**config.mk**
```make
export PLATFORM = sky130hd
export DESIGN_NAME = rect_fill_gen
export DESIGN_NICKNAME = d
export VERILOG_FILES = /design/src/rtl/rect_fill_gen.sv
export SDC_FILE = /design/constraint.sdc
export NUM_CORES = 1
export LEC_CHECK = 0
export BUFFER_PORTS_ARGS = -buffer_cell sky130_fd_sc_hd__buf_2
export CAP_MARGIN = 10
export CORE_MARGIN = 2
export CORE_UTILIZATION = 45
export CTS_CLUSTER_DIAMETER = 60
export DETAILED_ROUTE_END_ITERATION = 10
export GPL_ROUTABILITY_DRIVEN = 1
export PLACE_DENSITY = 0.65
export SLEW_MARGIN = 40
export SYNTH_ARGS = -nofsm -noshare
export SYNTH_HDL_FRONTEND = slang
export SYNTH_SLANG_ARGS = --single-unit
```
**constraint.sdc**
```tcl
create_clock -name CLK -period 6.4 [get_ports CLK]
set_clock_uncertainty 0.05 [all_clocks]
set_input_delay 1.28 -clock CLK [delete_from_list [all_inputs] [get_ports CLK]]
set_output_delay 1.28 -clock CLK [all_outputs]
set_load 0.03 [all_outputs]
```
**src/rtl/rect_fill_gen.sv**
```systemverilog
// Rectangle-fill raster engine: walks every pixel of the box spanned by two corners, row-major.
// Optional screen clipping is built when the RF_CLIP_EN macro is defined.
module rect_fill_gen #(
  parameter int XW    = 10,
  parameter int YW    = 9,
  parameter int H_RES = 640,
  parameter int V_RES = 480
) (
  input  logic          CLK,
  input  logic          RST,
  input  logic          START,
  input  logic [XW-1:0] X0,
  input  logic [YW-1:0] Y0,
  input  logic [XW-1:0] X1,
  input  logic [YW-1:0] Y1,
  input  logic          ADV,
  output logic [XW-1:0] xOut,
  output logic [YW-1:0] yOut,
  output logic          VALID,
  output logic          BUSY,
  output logic          DONE
);

  typedef enum logic [1:0] {S_IDLE, S_SETUP, S_RUN, S_FIN} state_t;

  state_t        state_q, state_d;
  logic [XW-1:0] xl_q, xl_d, xh_q, xh_d;
  logic [YW-1:0] yl_q, yl_d, yh_q, yh_d;
  logic [XW-1:0] x_q, x_d;
  logic [YW-1:0] y_q, y_d;
  logic          valid_q, valid_d;
  logic          busy_q, busy_d;
  logic          done_q, done_d;

  // Normalised box, derived from the raw corners held in xl/xh/yl/yh during SETUP.
  logic [XW-1:0] x_min, x_max;
  logic [YW-1:0] y_min, y_max;
  logic          box_empty;

  always_comb begin
    x_min = (xl_q < xh_q) ? xl_q : xh_q;
    x_max = (xl_q < xh_q) ? xh_q : xl_q;
    y_min = (yl_q < yh_q) ? yl_q : yh_q;
    y_max = (yl_q < yh_q) ? yh_q : yl_q;
    box_empty = 1'b0;
`ifdef RF_CLIP_EN
    if (int'(x_max) > H_RES - 1) x_max = XW'(H_RES - 1);
    if (int'(y_max) > V_RES - 1) y_max = YW'(V_RES - 1);
    box_empty = (int'(x_min) >= H_RES) || (int'(y_min) >= V_RES);
`endif
  end

  always_comb begin
    state_d = state_q;
    xl_d    = xl_q;
    xh_d    = xh_q;
    yl_d    = yl_q;
    yh_d    = yh_q;
    x_d     = x_q;
    y_d     = y_q;
    valid_d = valid_q;
    busy_d  = busy_q;
    done_d  = 1'b0;
    case (state_q)
      S_IDLE: begin
        if (START) begin
          xl_d    = X0;
          xh_d    = X1;
          yl_d    = Y0;
          yh_d    = Y1;
          busy_d  = 1'b1;
          state_d = S_SETUP;
        end
      end
      S_SETUP: begin
        xl_d = x_min;
        xh_d = x_max;
        yl_d = y_min;
        yh_d = y_max;
        x_d  = x_min;
        y_d  = y_min;
        if (box_empty) begin
          done_d  = 1'b1;
          state_d = S_FIN;
        end else begin
          valid_d = 1'b1;
          state_d = S_RUN;
        end
      end
      S_RUN: begin
        // Increments are bounded by xh/yh, so coordinates never wrap at the bus width.
        if (valid_q && ADV) begin
          if (x_q < xh_q) begin
            x_d = x_q + 1'b1;
          end else if (y_q < yh_q) begin
            x_d = xl_q;
            y_d = y_q + 1'b1;
          end else begin
            valid_d = 1'b0;
            done_d  = 1'b1;
            state_d = S_FIN;
          end
        end
      end
      S_FIN: begin
        busy_d  = 1'b0;
        state_d = S_IDLE;
      end
      default: begin
        valid_d = 1'b0;
        busy_d  = 1'b0;
        state_d = S_IDLE;
      end
    endcase
  end

  always_ff @(posedge CLK) begin
    if (RST) begin
      state_q <= S_IDLE;
      xl_q    <= '0;
      xh_q    <= '0;
      yl_q    <= '0;
      yh_q    <= '0;
      x_q     <= '0;
      y_q     <= '0;
      valid_q <= 1'b0;
      busy_q  <= 1'b0;
      done_q  <= 1'b0;
    end else begin
      state_q <= state_d;
      xl_q    <= xl_d;
      xh_q    <= xh_d;
      yl_q    <= yl_d;
      yh_q    <= yh_d;
      x_q     <= x_d;
      y_q     <= y_d;
      valid_q <= valid_d;
      busy_q  <= busy_d;
      done_q  <= done_d;
    end
  end

  assign xOut  = x_q;
  assign yOut  = y_q;
  assign VALID = valid_q;
  assign BUSY  = busy_q;
  assign DONE  = done_q;

endmodule

```
## Word level (Yosys, flattened, before mapping)

Index checks and enable logic that the tools add are counted.

| word-level totals | value |
|---|---|
| flip-flop bits (word level) | 62 |
| input port bits | 42 |
| output and inout bits | 22 |

| cells by class | value |
|---|---|
| add/sub/neg operators | 2 |
| $lt $le $gt $ge | 4 |
| eq/ne operators | 11 |
| muxes and demuxes | 32 |
| bitwise gates (word level) | 2 |
| reduce and logical (&&, ||, !) cells | 14 |

Operators by type and width:

| operator | number |
|---|---|
| $mux W10 | 7 |
| $mux W9 | 7 |
| $pmux W10 S2 | 3 |
| $pmux W9 S2 | 3 |
| $lt A10 B10 Y1 | 2 |
| $lt A9 B9 Y1 | 2 |
| $ne A2 B2 Y1 const B | 7 |
| $reduce_and A4 Y1 | 3 |
| $add A10 B1 Y10 const B | 1 |
| $add A9 B1 Y9 const B | 1 |
| $reduce_and A3 Y1 | 3 |
| $mux W2 | 4 |
| $pmux W2 S4 | 1 |
| $reduce_bool A2 Y1 | 3 |
| $mux W1 | 5 |
| $eq A2 B2 Y1 const B | 2 |
| $pmux W1 S2 | 2 |
| $reduce_and A2 Y1 | 2 |
| $reduce_or A4 Y1 | 1 |
| $ne A3 B3 Y1 const B | 1 |
| $eq A2 B1 Y1 const B | 1 |
| $logic_not A2 Y1 | 1 |
| $not A1 Y1 | 2 |
| $logic_and A1 B1 Y1 | 1 |

## Depth between registers and ports, before layout

Gate-level depths: netlist of the first run.

| depth | value |
|---|---|
| depth in word-level cells | 5 |
| gate-level depth with buffers | 9 |
| depth with buffers taken out | 8 |

## Least setup slack after synthesis of the first run

No wires, ideal clock.

| timing | value |
|---|---|
| path type | register to register |
| start | register x_q[7], in the netlist xOut[7] |
| end | register x_q[1], in the netlist xOut[1] |
| library setup time | 0.120 ns |
| arrival | 2.312 ns |
| data required time | 6.230 ns |
| slack | 3.918 ns |
| stages on the path, launching flop included | 9 |
| buffers on the path | 1 |
| cells stage by stage | dfxtp_1 ha_1 a211oi_1 nor2_1 or3_1 nor3_1 buf_2 nor2_1 o31a_1 |

| between the ends | value |
|---|---|
| word-level cells in the longest chain between the ends | 4 |
| elaborated cells between the ends (all ways) | 6 |

RTL lines:

| element | RTL line | text |
|---|---|---|
| from (decl) | 29 | `logic [XW-1:0] x_q, x_d;` |
| from (signal assigned) | 124 | `x_q <= '0;` |
| from (signal assigned) | 135 | `x_q <= x_d;` |
| $lt A10 B10 Y1 (*) | 93 | `if (x_q < xh_q) begin` |
| $mux W10 | 93 |  |
| $mux W10 | 92 | `if (valid_q && ADV) begin` |
| $pmux W10 S2 | 64 | `case (state_q)` |

Every way passes the cells marked *; elsewhere a longest branch is shown, timed or not. The select of a mux whose other input is x is not followed.
A chain may end at the register's enable or synchronous reset.

## Worst setup path after layout of the first run

| timing | value |
|---|---|
| start | register state_q[1] |
| end | register yh_q[3] |

| between the ends | value |
|---|---|
| word-level cells in the longest chain between the ends | 3 |
| elaborated cells between the ends (all ways) | 7 |

RTL lines:

| element | RTL line | text |
|---|---|---|
| from (decl) | 26 | `state_t state_q, state_d;` |
| from (signal assigned) | 130 | `state_q <= state_d;` |
| $eq A2 B1 Y1 or $logic_not A2 Y1 (tied branches) | 64 |  |
| $ne A2 B2 Y1 (no line) or $reduce_bool A2 Y1 (tied branches) | n/a |  |
| $reduce_and A3 Y1 (no line) | n/a |  |
| to (signal assigned) | 134 | `yh_q <= yh_d;` |
| to (decl) | 28 | `logic [YW-1:0] yl_q, yl_d, yh_q, yh_d;` |

Parallel ways exist; a longest one is shown, timed or not.

==> impl_results.md, run 1 <==
- Tcrit/Tclk final: 0.550
- Yosys warns: 0
- Post-Syn Instances: between 500 and 600
- Final Instance Area: ~5000 sq um
- Number of library cell types mapped by synthesis: 53
- Placed Area: 4790 sq um
- CP max-delay cell: o21a_1
- Crit-path cells: inv_1 -> ha_2 -> buf_4 -> inv_1 -> o21a_1 -> buf_8 -> inv_1 -> o21a_1 -> nor2_1 -> a211oi_1
- Startpoint type of the worst setup path: flip-flop
- GRT Total Usage: 0.240
- First-pass GRT wire length: about 20000 microns
- Crit Path Category: flip-flop to flip-flop
- Power density over the cells: approximately 640 nW/um^2
- Vias in the first global route: 3968
- CTS H-tree depth: 3
- Maximum vdd drop: around 0.2 mV
- Status: complete, no violations
- Ys flop type: dfxtp_1
- Syn Area/Cell: around 8 sq um
- Final max-slew violation count: 0
- Most frequent cells in the layout: dfxtp_1 (62), buf_2 (62), nor2_1 (49)
- Net Count, Synth: between 600 and 700
- Clock insertion delay at the later pin of the skew report: approximately 0.34 ns
- Slowest stage delay, CP: between 0.6 and 0.7 ns
- Port-buffer cells: 63
- Core area: approximately 9600 sq um
- Cell area after synthesis: 4390 sq um
- CTS root buf: clkbuf_8
- Kind of cell adding the most delay to the critical path: buffers and inverters
- Setup violators final: 0
- Row count: 36
- Tightest Hold Check Type: flip-flop to flip-flop
- Worst-Margin Slew: approximately 0.80 ns
- Post-synth EDFFs: 0
- Starting Density: 0.455
- Placer Congestion: between 0.9 and 1
- CP dominant cell by count: inv_1
- CTS tree: done
- Layout Area Growth over Synthesis: 14.1%
- Fmax: about 0.28 GHz
- Post-CTS Resized: 0
- Worst Path Arrival: ~3.7 ns
- Fin Setup TNS: 0 ns
- Largest net degree at the start of global routing: between 50 and 60
- Max clock buf depth: 2
- Clock transition at path regs: around 0.07 ns
- Num ports: 64
- Pre-antenna DRT Iters: 5
- Buf+Inv Stages, Crit Path: 5
- Fin. Hold Viols: 0
- # diodes: 0
- Num CTS Buffers: 9
- Initial antenna violation count: 0
- Drt drc: 0
- WL/cell: 17.0 microns
- Fin crit period: about 3.5 ns
- NumNets Final: 680
- Total power: around 0.0032 W
- RSZ-0062 raised after global routing: false
- Post-CTS Setup Bufs: 0
- Ys async rst share: 0
- DPL Wire Length: about 9000 microns
- Hold slack: between 0.4 and 0.5 ns
- Area of the die: 10600 sq um
- Post-CTS Hold Buffers: 0
- Die Wd: approximately 100 microns
- Slew HR: 0.462
- Crit. End Element: flip-flop
- CP required: roughly 6.6 ns
- Lkg Pwr: between 2 and 2.5 nW
- Post-DRT Antenna Nets: 0
- 1st-iter DRT viols: 344
- CP max FO: 40
- Clock sink count: between 60 and 70
- #FFs+latches synth: 62
- Die Height: between 100 and 150 microns
- Via count: 4417
- GRT overflow: 0
- Share of post-route cells with drive strength above 1: 0.167
- Via density per instance: approximately 6.0
- Seq/Total Area, Yosys: 0.283
- Maxcap violations: 0
- Total wire length: roughly 13000 microns
## routing by layer
metal	part of all wire	wire, microns	vias up	track usage
li1	-	-	2173	-
met1	0.49	6140	2051	0.366
met4	0.014	170	0	0.0749
met2	0.43	5340	177	0.346
met3	0.070	875	16	0.0373
met5	0	0	-	0
## tightest hold or removal path: stages (launching register included)
cell     delay [ns]
dfxtp_1        0.32
a21oi_1        0.06
nor2_1         0.07
## per-stage QoR
step / utilization / cells / worst slack, ns
final: 0.520 / 736 / 2.88
after global placement: 0.495 / 719 / 2.83
after CTS: 0.520 / 736 / 2.91
after global routing: 0.520 / 736 / 2.61
after floorplan: - / 551 / 3.92
after detailed placement: 0.496 / 720 / 2.94
## cells in the mapped netlist, types with 3 or more instances
master	n	share of area
a211o_1	5	0.010
a211oi_1	24	0.041
a21o_1	5	0.0086
a21oi_1	43	0.049
a31o_2	3	0.0060
a31oi_1	24	0.034
and3_1	22	0.031
buf_2	8	0.0091
clkbuf_1	23	0.020
dfxtp_1	62	0.28
ha_1	40	0.11
inv_1	23	0.020
mux2_2	3	0.0077
mux2i_1	26	0.059
nand2_1	32	0.027
nand2b_1	4	0.0057
nand3_1	27	0.031
nand4_1	7	0.010
nor2_1	49	0.042
nor3_1	5	0.0057
o211ai_1	9	0.015
o21a_1	4	0.0068
o21ai_0	24	0.027
o21ai_1	7	0.0080
o22ai_1	14	0.020
o31ai_1	10	0.017
or3_1	6	0.0086
xor2_1	7	0.014
## flip-flops by register name, summed over array words and instances, names as in the netlist
register	count
DONE	1
state_q	2
VALID	1
yh_q	9
xl_q	10
xOut	10
yl_q	9
yOut	9
BUSY	1
xh_q	10
## power breakdown
group / internal [W] / switching (W) / leakage [nW]
Sequential: 0.000552 / 0.000226 / 0.510
Clock: 0.000228 / 0.000167 / 0.108
Combinational: 0.000766 / 0.00128 / 1.50
## worst paths after layout
kind,depth (start not counted),slack [ns],start,end
min,2,0.44,BUSY,BUSY
max,10,2.88,state_q[1],yh_q[3]
max reg2reg,10,2.88,state_q[1],yh_q[3]
min reg2reg,2,0.44,BUSY,BUSY
## cell families (layout without fill, tap and decap cells)
kind of cell | Yosys count | in the layout | share of synthesized area
buffers and inverters | 60 | 112 | 0.0570
AO/OA/AOI/OAI | 190 | 190 | 0.285
AND/OR/NAND/NOR | 162 | 162 | 0.178
adder cells (fa/ha/maj) | 40 | 40 | 0.114
flip-flops | 62 | 62 | 0.283
XOR/XNOR | 8 | 8 | 0.0160
multiplexers | 29 | 29 | 0.0670
## area by class of cell
type                    count  area (sq um)
clock inverters             6          85.1
fillers                   959          4630
inverters                  25          93.8
clock buffers              10           138
flip-flops and latches     62          1240
multi-input cells         429          2900
well taps                 133           166
repair buffers             71           385
No activity file was read; power rests on OpenSTA's default activity.
==> run 2: changes to the inputs <==
--- a/config.mk
+++ b/config.mk
@@ -5,6 +5,7 @@
 export SDC_FILE = /design/constraint.sdc
 export NUM_CORES = 1
 export LEC_CHECK = 0
+export ABC_AREA = 1
 export BUFFER_PORTS_ARGS = -buffer_cell sky130_fd_sc_hd__buf_2
 export CAP_MARGIN = 10
 export CORE_MARGIN = 2
@@ -12,7 +13,7 @@
 export CTS_CLUSTER_DIAMETER = 60
 export DETAILED_ROUTE_END_ITERATION = 10
 export GPL_ROUTABILITY_DRIVEN = 1
-export PLACE_DENSITY = 0.65
+export PLACE_DENSITY = 0.68
 export SLEW_MARGIN = 40
 export SYNTH_ARGS = -nofsm -noshare
 export SYNTH_HDL_FRONTEND = slang
==> constraint.sdc (replaced) <==
create_clock -name CLK -period 3 [get_ports CLK]
set_clock_uncertainty 0.05 [all_clocks]
set_input_delay 0.6 -clock CLK [delete_from_list [all_inputs] [get_ports CLK]]
set_output_delay 0.6 -clock CLK [all_outputs]
set_load 0.03 [all_outputs]
==> impl_results.md, run 2 <==
- Drt drc: 0
- Pre-antenna DRT Iters: 5
- Fin crit period: 2.52 ns
- DPL Wire Length: between 9000 and 10000 microns
- Worst Path Arrival: approximately 2.8 ns
- Most frequent cells in the layout: nand2_1 (189), nor2_1 (81), inv_1 (66)
- Power density over the cells: 1330 nW/um^2
- Vias in the first global route: 4219
- Cell area after synthesis: 4580 sq um
- Row count: 36
- Synth top area share: 0.271
- Num ports: 64
- Slowest stage delay, CP: between 0.6 and 0.7 ns
- Total wire length: about 12000 microns
- Layout Area Growth over Synthesis: 12.6%
- 1st-iter DRT viols: approximately 310
- Syn Area/Cell: 6.59 sq um
- Worst-Margin Slew: about 0.8 ns
- GRT overflow: 0
- Total power: about 0.007 W
- Max clock buf depth: 2
- Number of library cell types mapped by synthesis: 32
- Post-CTS Setup Bufs: 0
- WL/cell: 14.1 microns
- Die Wd: approximately 100 microns
- Fin. Hold Viols: 0
- Core area: 9820 sq um
- Startpoint type of the worst setup path: flip-flop
- Most common cell after layout, fill and taps aside: nand2_1
- CTS root buf: clkbuf_8
- Starting Density: 0.466
- Post-synth EDFFs: 0
- Leading area contributor after synthesis: dfxtp_1
- Initial antenna violation count: 0
- Net Count, Synth: between 700 and 800
- Lkg Pwr: 2.43 nW
- Tcrit/Tclk final: 0.840
- RSZ-0062 raised after global routing: false
- Met3 Wirelength: between 700 and 800 microns
- DRT met1 WL: approximately 6300 microns
- CTS tree: done
- Maxcap violations: 0
- Fillers: 1032
- Port-buffer cells: 63
- Synth cell count leaders: nand2_1 (189), nor2_1 (81), inv_1 (66)
- Post-CTS Resized: 0
- First-pass GRT wire length: 20500 microns
- Placed Instances: between 800 and 900
- Yosys warns: 0
- Ys flop type: dfxtp_1
- #FFs+latches synth: a little over 60
- CP max FO: 25
- Metal2 WL: just over 5000 microns
- Final Instance Area: 5160 sq um
- Count leader, synth: nand2_1
- Via count: 4615
- CP required: around 3.2 ns
- Seq/Total Area, Yosys: 0.271
- NumNets Final: slightly above 800
- Share of post-route cells with drive strength above 1: 0.153
- CTS H-tree depth: 3
- Clock transition at path regs: around 0.070 ns
- Slew HR: 0.462
- Final Non-Filler Cells: 883
- Setup violators final: 0
- Synth area leaders: dfxtp_1 (27%), nand2_1 (15%), ha_1 (11%), nor2_1 (6.6%), a21oi_1 (6.6%)
- Top layer in use: met4
- Crit-path cells: inv_1 -> ha_1 -> nand2_1 -> nor2_2 -> nand2_1 -> nand3_4 -> nor2_1 -> nor2_2 -> o21ai_1 -> a21oi_1
- Crit Path Category: flip-flop to flip-flop
- Num CTS Buffers: 9
- Crit. End Element: flip-flop
- Post-Syn Instances: slightly below 700
- Fmax: 0.397 GHz
- Placer Congestion: around 0.91
- Fin Setup TNS: 0 ns
- Placed Area: slightly below 5000 sq um
- Post-DRT Antenna Nets: 0
- Ys async rst share: 0
- GRT Total Usage: 0.230
- Tightest Hold Check Type: flip-flop to flip-flop
- Post-CTS Hold Buffers: 0
- Maximum vdd drop: ~0.57 mV
- Largest net degree at the start of global routing: 54
- Area of the die: between 10000 and 15000 sq um
- Final max-slew violation count: 0
- CP max-delay cell: nor2_2
- Clock sink count: 62
- # diodes: 0
- Status: complete, no violations
- Via density per instance: 5.23
- Clock insertion delay at the later pin of the skew report: between 0.3 and 0.4 ns
- Die Height: between 100 and 150 microns
run 2: area by class of cell:
type	count	area (sq um)	area share
Multi-Input combinational cell	531	2890	0.560
Sequential cell	62	1240	0.241
Timing Repair Buffer	71	375	0.0728
Inverter	71	267	0.0517
Tap cell	133	166	0.0323
Clock buffer	11	151	0.0294
Clock inverter	4	70.1	0.0136
run 2: kinds of logic (layout without fill, tap and decap cells):
family / count (synthesis) / after routing / share of synthesized area
compound gates: 144 / 144 / 0.172
fa+ha+maj: 40 / 40 / 0.109
simple gates: 321 / 321 / 0.293
xor+xnor: 7 / 7 / 0.0134
flops: 62 / 62 / 0.271
buf+inv: 102 / 157 / 0.0992
mux: 19 / 19 / 0.0415
run 2: worst paths after layout:
kind	depth (start not counted)	start	end	slack [ns]
min	2	BUSY	BUSY	0.42
min reg2reg	2	BUSY	BUSY	0.42
max	10	xh_q[9]	xh_q[4]	0.48
max reg2reg	10	xh_q[9]	xh_q[4]	0.48
run 2: per-layer routing:
metal / global-route usage / vias up
met4: 0.0810 / 0
met2: 0.331 / 156
met5: 0 / -
met3: 0.0362 / 18
li1: - / 2376
met1: 0.343 / 2065
run 2: critical path, delay by kind of cell (launching register included):
| kind | cells | cell delay [ns] |
|---|---|---|
| buf+inv | 1 | 0.07 |
| flops | 1 | 0.36 |
| simple gates | 6 | 1.40 |
| fa+ha+maj | 1 | 0.29 |
| compound gates | 2 | 0.28 |
run 2: power by group:
group / switching (W) / internal (W) / leakage, nW
Sequential: 0.000389 / 0.00116 / 0.510
Combinational: 0.00301 / 0.00144 / 1.80
Clock: 0.000340 / 0.000506 / 0.115
run 2: per-stage QoR:
step / hold WS, ns / setup slack, ns / utilization
3_5_place_dp: 0.414 / 0.554 / 0.503
2_1_floorplan: 0.407 / 1.00 / -
3_3_place_gp: 0.408 / 0.538 / 0.503
6_report: 0.423 / 0.480 / 0.525
5_1_grt: 0.456 / 0.240 / 0.525
4_1_cts: 0.425 / 0.544 / 0.525
